==> src/rtl/amo_lrsc_shim.sv <==
// Atomic-memory shim in front of a single-ported SRAM bank: load/store feed-through, 32-bit lane AMOs, LR/SC.
// Define AMO_SHIM_LRSC_EN to build the per-hart reservation slots and the SC failure path.
module amo_lrsc_shim #(
    parameter int unsigned AddrMemWidth = 32,
    parameter int unsigned DataWidth    = 64,
    parameter int unsigned NumHarts     = 4
) (
    input  logic                                               clk_i,
    input  logic                                               rst_ni,
    input  logic                                               in_req_i,
    output logic                                               in_gnt_o,
    input  logic [AddrMemWidth-1:0]                            in_add_i,
    input  logic [3:0]                                         in_amo_i,
    input  logic                                               in_wen_i,
    input  logic [((NumHarts > 1) ? $clog2(NumHarts) : 1)-1:0] in_hart_i,
    input  logic [DataWidth-1:0]                               in_wdata_i,
    input  logic [DataWidth/8-1:0]                             in_be_i,
    output logic [DataWidth-1:0]                               in_rdata_o,
    output logic                                               in_rvalid_o,
    output logic                                               out_req_o,
    output logic [AddrMemWidth-1:0]                            out_add_o,
    output logic                                               out_wen_o,
    output logic [DataWidth-1:0]                               out_wdata_o,
    output logic [DataWidth/8-1:0]                             out_be_o,
    input  logic [DataWidth-1:0]                               out_rdata_i
);
    localparam int unsigned NumLanes = DataWidth / 32;
    localparam int unsigned LaneW    = (NumLanes > 1) ? $clog2(NumLanes) : 1;

    localparam logic [3:0] OpSwap = 4'h1, OpAdd = 4'h2, OpAnd = 4'h3, OpOr = 4'h4, OpXor = 4'h5;
    localparam logic [3:0] OpMax = 4'h6, OpMaxu = 4'h7, OpMin = 4'h8, OpMinu = 4'h9;
    localparam logic [3:0] OpCas = 4'hA, OpLr = 4'hB, OpSc = 4'hC;

    typedef enum logic {Idle, DoAmo} state_e;
    state_e state_q, state_d;

    logic [NumLanes-1:0][31:0] wlanes, rlanes, res_lanes, old_lanes, idle_lanes;
    logic [NumLanes-1:0][3:0]  be_sel;
    logic [LaneW-1:0]          lane, lane_q, sc_lane_q;
    logic [31:0]               opb, swp, opb_q, swp_q, opa, res;
    logic [3:0]                op_q;
    logic [AddrMemWidth-1:0]   addr_q;
    logic                      is_amo, is_lr, is_sc, fire, sc_ok;
    logic                      rvalid_q, sc_q, sc_fail_q;

    assign wlanes      = in_wdata_i;
    assign rlanes      = out_rdata_i;
    assign is_amo      = (in_amo_i >= OpSwap) && (in_amo_i <= OpCas);
    assign is_lr       = (in_amo_i == OpLr);
    assign is_sc       = (in_amo_i == OpSc);
    assign fire        = (state_q == Idle) && in_req_i;
    assign in_rvalid_o = rvalid_q;

    // Lowest lane whose first byte enable is set; the CAS swap value sits one lane above (wrapping).
    always_comb begin
        lane = '0;
        opb  = wlanes[0];
        swp  = wlanes[1 % NumLanes];
        for (int i = NumLanes - 1; i >= 0; i--) begin
            if (in_be_i[4*i]) begin
                lane = LaneW'(i);
                opb  = wlanes[i];
                swp  = wlanes[(i + 1) % NumLanes];
            end
        end
    end

    always_comb begin
        opa = rlanes[lane_q];
        res = opa;
        case (op_q)
            OpSwap:  res = opb_q;
            OpAdd:   res = opa + opb_q;
            OpAnd:   res = opa & opb_q;
            OpOr:    res = opa | opb_q;
            OpXor:   res = opa ^ opb_q;
            OpMax:   res = ($signed(opb_q) > $signed(opa)) ? opb_q : opa;
            OpMaxu:  res = (opb_q > opa) ? opb_q : opa;
            OpMin:   res = ($signed(opb_q) < $signed(opa)) ? opb_q : opa;
            OpMinu:  res = (opb_q < opa) ? opb_q : opa;
            OpCas:   res = (opa == opb_q) ? swp_q : opa;
            default: res = opa;
        endcase
    end

    // SC status replaces lane k of the read data in the response cycle.
    always_comb begin
        for (int i = 0; i < NumLanes; i++) begin
            res_lanes[i]  = (LaneW'(i) == lane_q) ? res : 32'h0;
            old_lanes[i]  = (LaneW'(i) == lane_q) ? opa : 32'h0;
            be_sel[i]     = (LaneW'(i) == lane_q) ? 4'hF : 4'h0;
            idle_lanes[i] = (sc_q && (LaneW'(i) == sc_lane_q)) ? {31'h0, sc_fail_q} : rlanes[i];
        end
    end

    always_comb begin
        state_d     = state_q;
        in_gnt_o    = in_req_i;
        out_req_o   = in_req_i;
        out_add_o   = in_add_i;
        out_wen_o   = in_wen_i;
        out_wdata_o = in_wdata_i;
        out_be_o    = in_be_i;
        in_rdata_o  = idle_lanes;
        if (state_q == DoAmo) begin
            in_gnt_o    = 1'b0;
            out_req_o   = 1'b1;
            out_wen_o   = 1'b1;
            out_add_o   = addr_q;
            out_wdata_o = res_lanes;
            out_be_o    = be_sel;
            in_rdata_o  = old_lanes;
            state_d     = Idle;
        end else if (is_amo || is_lr) begin
            out_wen_o = 1'b0;
            if (in_req_i && is_amo) state_d = DoAmo;
        end else if (is_sc) begin
            out_wen_o = 1'b1;
            out_req_o = in_req_i && sc_ok;
        end
    end

    always_ff @(posedge clk_i or negedge rst_ni) begin
        if (!rst_ni) begin
            state_q   <= Idle;
            op_q      <= '0;
            addr_q    <= '0;
            lane_q    <= '0;
            opb_q     <= '0;
            swp_q     <= '0;
            rvalid_q  <= 1'b0;
            sc_q      <= 1'b0;
            sc_fail_q <= 1'b0;
            sc_lane_q <= '0;
        end else begin
            state_q   <= state_d;
            rvalid_q  <= in_req_i && in_gnt_o;
            sc_q      <= fire && is_sc;
            sc_fail_q <= !sc_ok;
            sc_lane_q <= lane;
            if (fire && is_amo) begin
                op_q   <= in_amo_i;
                addr_q <= in_add_i;
                lane_q <= lane;
                opb_q  <= opb;
                swp_q  <= swp;
            end
        end
    end

`ifdef AMO_SHIM_LRSC_EN
    localparam int unsigned HartW = (NumHarts > 1) ? $clog2(NumHarts) : 1;

    logic [NumHarts-1:0]                   slot_vld_q;
    logic [NumHarts-1:0][AddrMemWidth-1:0] slot_add_q;
    logic                                  wr_commit;

    assign sc_ok     = slot_vld_q[in_hart_i] && (slot_add_q[in_hart_i] == in_add_i);
    assign wr_commit = out_req_o && out_wen_o;

    // Later assignment wins: an LR in the same cycle as a kill leaves the slot valid.
    always_ff @(posedge clk_i or negedge rst_ni) begin
        if (!rst_ni) begin
            slot_vld_q <= '0;
            slot_add_q <= '0;
        end else begin
            for (int h = 0; h < NumHarts; h++) begin
                if (wr_commit && (slot_add_q[h] == out_add_o)) slot_vld_q[h] <= 1'b0;
                if (fire && (is_sc || is_lr) && (in_hart_i == HartW'(h))) begin
                    slot_vld_q[h] <= is_lr;
                    if (is_lr) slot_add_q[h] <= in_add_i;
                end
            end
        end
    end
`else
    logic unused_hart;
    assign unused_hart = ^in_hart_i;
    assign sc_ok       = 1'b1;
`endif
endmodule
==> config.mk <==
export PLATFORM = sky130hd
export DESIGN_NAME = amo_lrsc_shim
export DESIGN_NICKNAME = d
export VERILOG_FILES = /design/src/rtl/amo_lrsc_shim.sv
export SDC_FILE = /design/constraint.sdc
export NUM_CORES = 1
export LEC_CHECK = 0
export CAP_MARGIN = 30
export CORE_MARGIN = 2
export CORE_UTILIZATION = 45
export CTS_BUF_LIST = sky130_fd_sc_hd__clkbuf_4
export CTS_CLUSTER_SIZE = 25
export DETAILED_ROUTE_END_ITERATION = 8
export PLACE_DENSITY = 0.75
export SLEW_MARGIN = 10
export SYNTH_ARGS = -nofsm -noshare
export SYNTH_HDL_FRONTEND = slang
export SYNTH_SLANG_ARGS = --single-unit
export TNS_END_PERCENT = 100
==> constraint.sdc <==
create_clock -name clk_i -period 7.05 [get_ports clk_i]
set_input_delay 1.0575 -clock clk_i [delete_from_list [all_inputs] [get_ports clk_i]]
set_output_delay 1.0575 -clock clk_i [all_outputs]
set_load 0.1 [all_outputs]
Word level (Yosys, flattened, before mapping)
Cells that the tools add are included. Widths: inputs -> output; s select.

Register bits: 105. Latch bits: 0. Memory bits (writable): 0. ROM bits: 0. Output and inout port bits: 172. Logic and storage cells: 78. Memories kept: 0.

Add/sub/neg operators: 1. $mul: 0. Div/mod/pow operators: 0. $lt $le $gt $ge: 7. Eq/ne operators: 13. Shifts and indexed selects: 0. Mux-type cells: 34. Bitwise operators: 5. Reduce and logical (&&, ||, !) cells: 9.

Operators with widths (count): $mux 32 (18); $pmux 32 s10 (1); $mux 64 (2); $gt 32x32->1 (2); $lt 32x32->1 (2); $add 32x32->32 (1); $and 32x32->32 (1); $eq 32x32->1 (1); $or 32x32->32 (1); $xor 32x32->32 (1); $eq 4x4->1 const B (5); $eq 4x3->1 const B (4); $mux 1 (10); $eq 4x2->1 const B (2); $logic_and 1x1->1 (8); $mux 4 (2); $mux 8 (1); $eq 4x1->1 const B (1); $ge 4x1->1 const B (1); $le 4x4->1 const B (1); $lt 1x2->1 const B (1); $not 1->1 (2); $logic_or 1x1->1 (1).

Logic depth before layout (Yosys ltp)
Depth in word-level cells: 7. Depth in mapped cells: 20. Gate-level depth less buffers: 13.

Worst setup path before layout
No wires, ideal clock.

Kind: reg2out. Start point: reg lane_q. End point: out out_wdata_o[14]. Arrival time: 6.735 ns. Data required time: 5.992 ns. Path slack: -0.742 ns. Cell stages (with the launch flop): 19. Buffers on the path: 6. Path through: dfrtp_1 clkbuf_1 clkbuf_1 clkbuf_1 clkbuf_1 mux2_2 inv_1 ha_1 buf_2 inv_1 a21oi_1 nand2_1 o31a_1 o41ai_2 nand2_1 clkbuf_1 a31oi_1 o22ai_1 o32ai_1.

Cells in the longest elaborated chain, start to end: 7. Elaborated cells on any way between the ends: 19. Classes of those cells: add/sub (1); order compare (4); eq/ne (1); mux (10); bitwise (3).

Ends and longest elaborated chain: start: declaration (line 39) `logic [LaneW-1:0] lane, lane_q, sc_lane_q;`; start signal: assignment (line 144) `lane_q <= lane;`; $mux 32 (implied by the code) (2 in series) (line 69) `opa = rlanes[lane_q];`; $lt 32x32->1 (tied with other cells) (line 80) `OpMinu: res = (opb_q < opa) ? opb_q : opa;`; $mux 32 (on tied branches); $pmux 32 s10 (line 71) `case (op_q)`; $mux 32 * (line 89) `res_lanes[i] = (LaneW'(i) == lane_q) ? res : 32'h0;`; $mux 64 * (line 105) `if (state_q == DoAmo) begin`; end: declaration (line 23) `output logic [DataWidth-1:0] out_wdata_o,`.

Mark *: on every way between the ends. The rest lies on a longest branch, timed or not. The select of a mux whose other input is x is not followed.

Final worst setup path
Start point: in out_rdata_i[43]. End point: out out_wdata_o[24].

Cells in the longest elaborated chain, start to end: 7. Elaborated cells on any way between the ends: 16. Classes of those cells: add/sub (1); order compare (4); eq/ne (1); mux (10).

Ends and longest elaborated chain: start: declaration (line 25) `input logic [DataWidth-1:0] out_rdata_i`; $mux 32 (implied by the code) * (2 in series) (line 69); $lt 32x32->1 (tied with other cells) (line 80); $mux 32 (on tied branches); $pmux 32 s10 * (line 71); $mux 32 * (line 89); $mux 64 * (line 105).

Marks and branches as above.

==> impl_metrics.json <==
{
  "grt_pass1_wl_um": 77800,
  "port_buffers": 347,
  "max_freq_mhz": 147,
  "ys.flop_type": "sky130_fd_sc_hd__dfrtp_1",
  "ys.warnings.count": 0,
  "maximum_number_of_pins_on_one_net_before_global_route_repair": 79,
  "synth_area_leaders": "sky130_fd_sc_hd__dfrtp_1 22%, sky130_fd_sc_hd__ha_1 9.8%, sky130_fd_sc_hd__mux2_2 7.0%",
  "initial_utilization_pct": 45.6,
  "post_synth_num_cell_types": 75,
  "synth_sequential_area_ratio_pct": 21.5,
  "route.detailed.vias_per_inst": 6.20,
  "stdcell_count": 2285,
  "totalPowerFinal_mw": 4.77,
  "synth_enable_flop_cells": 0,
  "grt_setup_unrepaired": "false",
  "ys_ff_latch": 105,
  "ios": 350,
  "vdd_ir_drop_max_v": 0.000162,
  "max_slew.worst_pin.slew_ps": 1000,
  "cts-htree-levels": 3,
  "drc_errors": 0,
  "syn_area_um2": 12200,
  "crit_fanout": 8,
  "cts-root-buf": "sky130_fd_sc_hd__clkbuf_4",
  "worst_slack_ps": 252,
  "timing_hold_violations_final": 0,
  "setup-tns-final_ps": 0,
  "timing.final.max_slew_violations": 0,
  "fin_worst_skew_ps": 32.2,
  "dpl_worst_slack_ps": 321,
  "outcome": "completed",
  "setup_viol": 0,
  "post-synth-top-count-cell": "sky130_fd_sc_hd__nand2_1",
  "postRouteWirelength_um": 50400,
  "wl_per_cell_um": 22.1,
  "hold_path.class": "in -> async",
  "clk_path_buf_depth": 2,
  "synth_top_area_cell": "sky130_fd_sc_hd__dfrtp_1",
  "period_minus_slack_ps": 6800,
  "ys_async_sr_fraction_pct": 100,
  "hpwlAfterDp_um": 37200,
  "critical_path_required_ps": 5990,
  "syn_area_per_cell_um2": 7.47,
  "dieHeight_um": 169,
  "drt_first_pass_iters": 8,
  "criticalPathCategory": "in -> out",
  "drive_gt1_share_pct": 14.3,
  "power_density_nw_per_um2": 278,
  "gr-usage-all-layers_pct": 34.7,
  "area.growth.synth_to_final_pct": 40.6,
  "worstSetupEndpointType": "output pin",
  "tritoncts": "yes",
  "stdcell_area_um2": 17200,
  "final_nets": 2212,
  "finalHoldWorstSlack_ps": 510,
  "design.die.area_um2": 28500,
  "initial_antenna_violation_count": 2,
  "gr-total-overflow": 0,
  "period_share_pct": 96.4,
  "slew_headroom_pct": 32.9,
  "numCtsBuffers": 9,
  "die_w_um": 169,
  "synth.net_count": 1911,
  "clock-sinks": 105,
  "power_leakage_nw": 7.35,
  "fp-row-count": 60,
  "utilization_of_the_core_after_routing_pct": 64.1,
  "via_count_of_the_first_global_routing_pass": 13900,
  "clk_pin_slew_worst_paths_ps": 190,
  "cap_viol_max_count": 0,
  "gp_congestion": 1.02,
  "detailroute.via_count": 14200,
  "cts_hold_repair.buffers": 0,
  "dpl.cell_count": 2254,
  "ant_nets": 0,
  "worst_ep_arrival_time_ps": 5740,
  "ys_top_cells_by_count": "220 x sky130_fd_sc_hd__nand2_1, 137 x sky130_fd_sc_hd__nor2_1, 105 x sky130_fd_sc_hd__dfrtp_1",
  "post_synth_inst_count": 1636,
  "worst_skew_pair_later_pin_latency_ps": 540,
  "coreArea_um2": 26800,
  "timing.critical_path.from_type": "primary input",
  "synth_top_area_share_pct": 21.5,
  "place_area_um2": 16900,
  "drt_iter0_drc": 1328
}
-- sequential cells by signal (all words and copies together) (netlist names), 4 cells and up --
| name | flops |
|---|---|
| addr_q | 32 |
| opb_q | 32 |
| swp_q | 32 |
| op_q | 4 |
-- what timing repair did --
action | in CTS | in global routing
setup buffers | 0 | 11
gates resized for setup | 0 | 2
endpoints found under the setup margin | 0 | 29
-- layout make-up --
class / count / area (um^2)
Tap cell: 341 / 427
Multi-Input combinational cell: 1300 / 8860
Sequential cell: 105 / 2640
Clock buffer: 9 / 67.6
Clock inverter: 7 / 68.8
Fill cell: 2324 / 9630
Inverter: 101 / 379
Timing Repair Buffer: 420 / 4730
Antenna cell: 2 / 5.00
-- kinds of logic (layout without fill, tap and decap cells) --
| family | count (synthesis) | count (layout) | synth area share [%] |
|---|---|---|---|
| flops | 105 | 105 | 21.5 |
| buf+inv | 231 | 537 | 7.48 |
| other cells | 0 | 2 | 0 |
| compound gates | 501 | 501 | 28.3 |
| fa+ha+maj | 97 | 97 | 10.0 |
| mux | 111 | 111 | 9.92 |
| simple gates | 575 | 575 | 21.6 |
| xor+xnor | 16 | 16 | 1.15 |
-- cells in the final DEF, fill, tap and decap left out, drive strengths merged, types with 14 or more instances in the layout --
cell             n
nor3            33
o21ai           80
mux2i           34
nand2          220
nand3           32
nor4            14
inv            106
buf            138
mux2            77
a211oi          16
a221oi          30
a31oi           85
nand4           17
o31ai           21
ha              96
clkdlybuf4s50  282
a21oi           98
and2            71
o211ai          23
nor2           137
dfrtp          105
a21o            18
-- critical path, cell delays in order --
cell	delay (ps)
sky130_fd_sc_hd__clkdlybuf4s50_1	420
sky130_fd_sc_hd__mux2i_1	520
sky130_fd_sc_hd__ha_1	460
sky130_fd_sc_hd__nor4_1	390
sky130_fd_sc_hd__nand4_1	300
sky130_fd_sc_hd__a21oi_1	360
sky130_fd_sc_hd__o41a_4	230
sky130_fd_sc_hd__or4_4	190
sky130_fd_sc_hd__mux2i_1	450
sky130_fd_sc_hd__nand3_1	180
sky130_fd_sc_hd__buf_4	230
sky130_fd_sc_hd__a221oi_1	540
sky130_fd_sc_hd__a211oi_2	180
sky130_fd_sc_hd__buf_12	210
-- power by group --
group	switching [mW]	leakage, nW	internal [mW]
combinational	2.33	6.08	1.22
clock	0.264	0.0756	0.0833
sequential	0.148	1.20	0.721
-- worst paths after layout --
path	to	depth (start not counted)	startpoint	slack, ps
max	out_wdata_o[24]	14	out_rdata_i[43]	250
min	swp_q[6]	1	rst_ni	510
max reg2reg	addr_q[29]	6	state_q	3950
min in group clk_i	addr_q[4]	1	addr_q[4]	540
min reg2reg	addr_q[4]	1	addr_q[4]	540
max in group asynchronous	state_q	2	rst_ni	5200
-- metal layers --
metal	wire, um	vias to the layer above	track usage [%]
met5	0	-	0
li1	-	6555	-
met4	1920	0	13.0
met2	24100	758	59.8
met3	4450	106	6.55
met1	19900	6740	43.1
No activity file was read; power rests on OpenSTA's default activity.
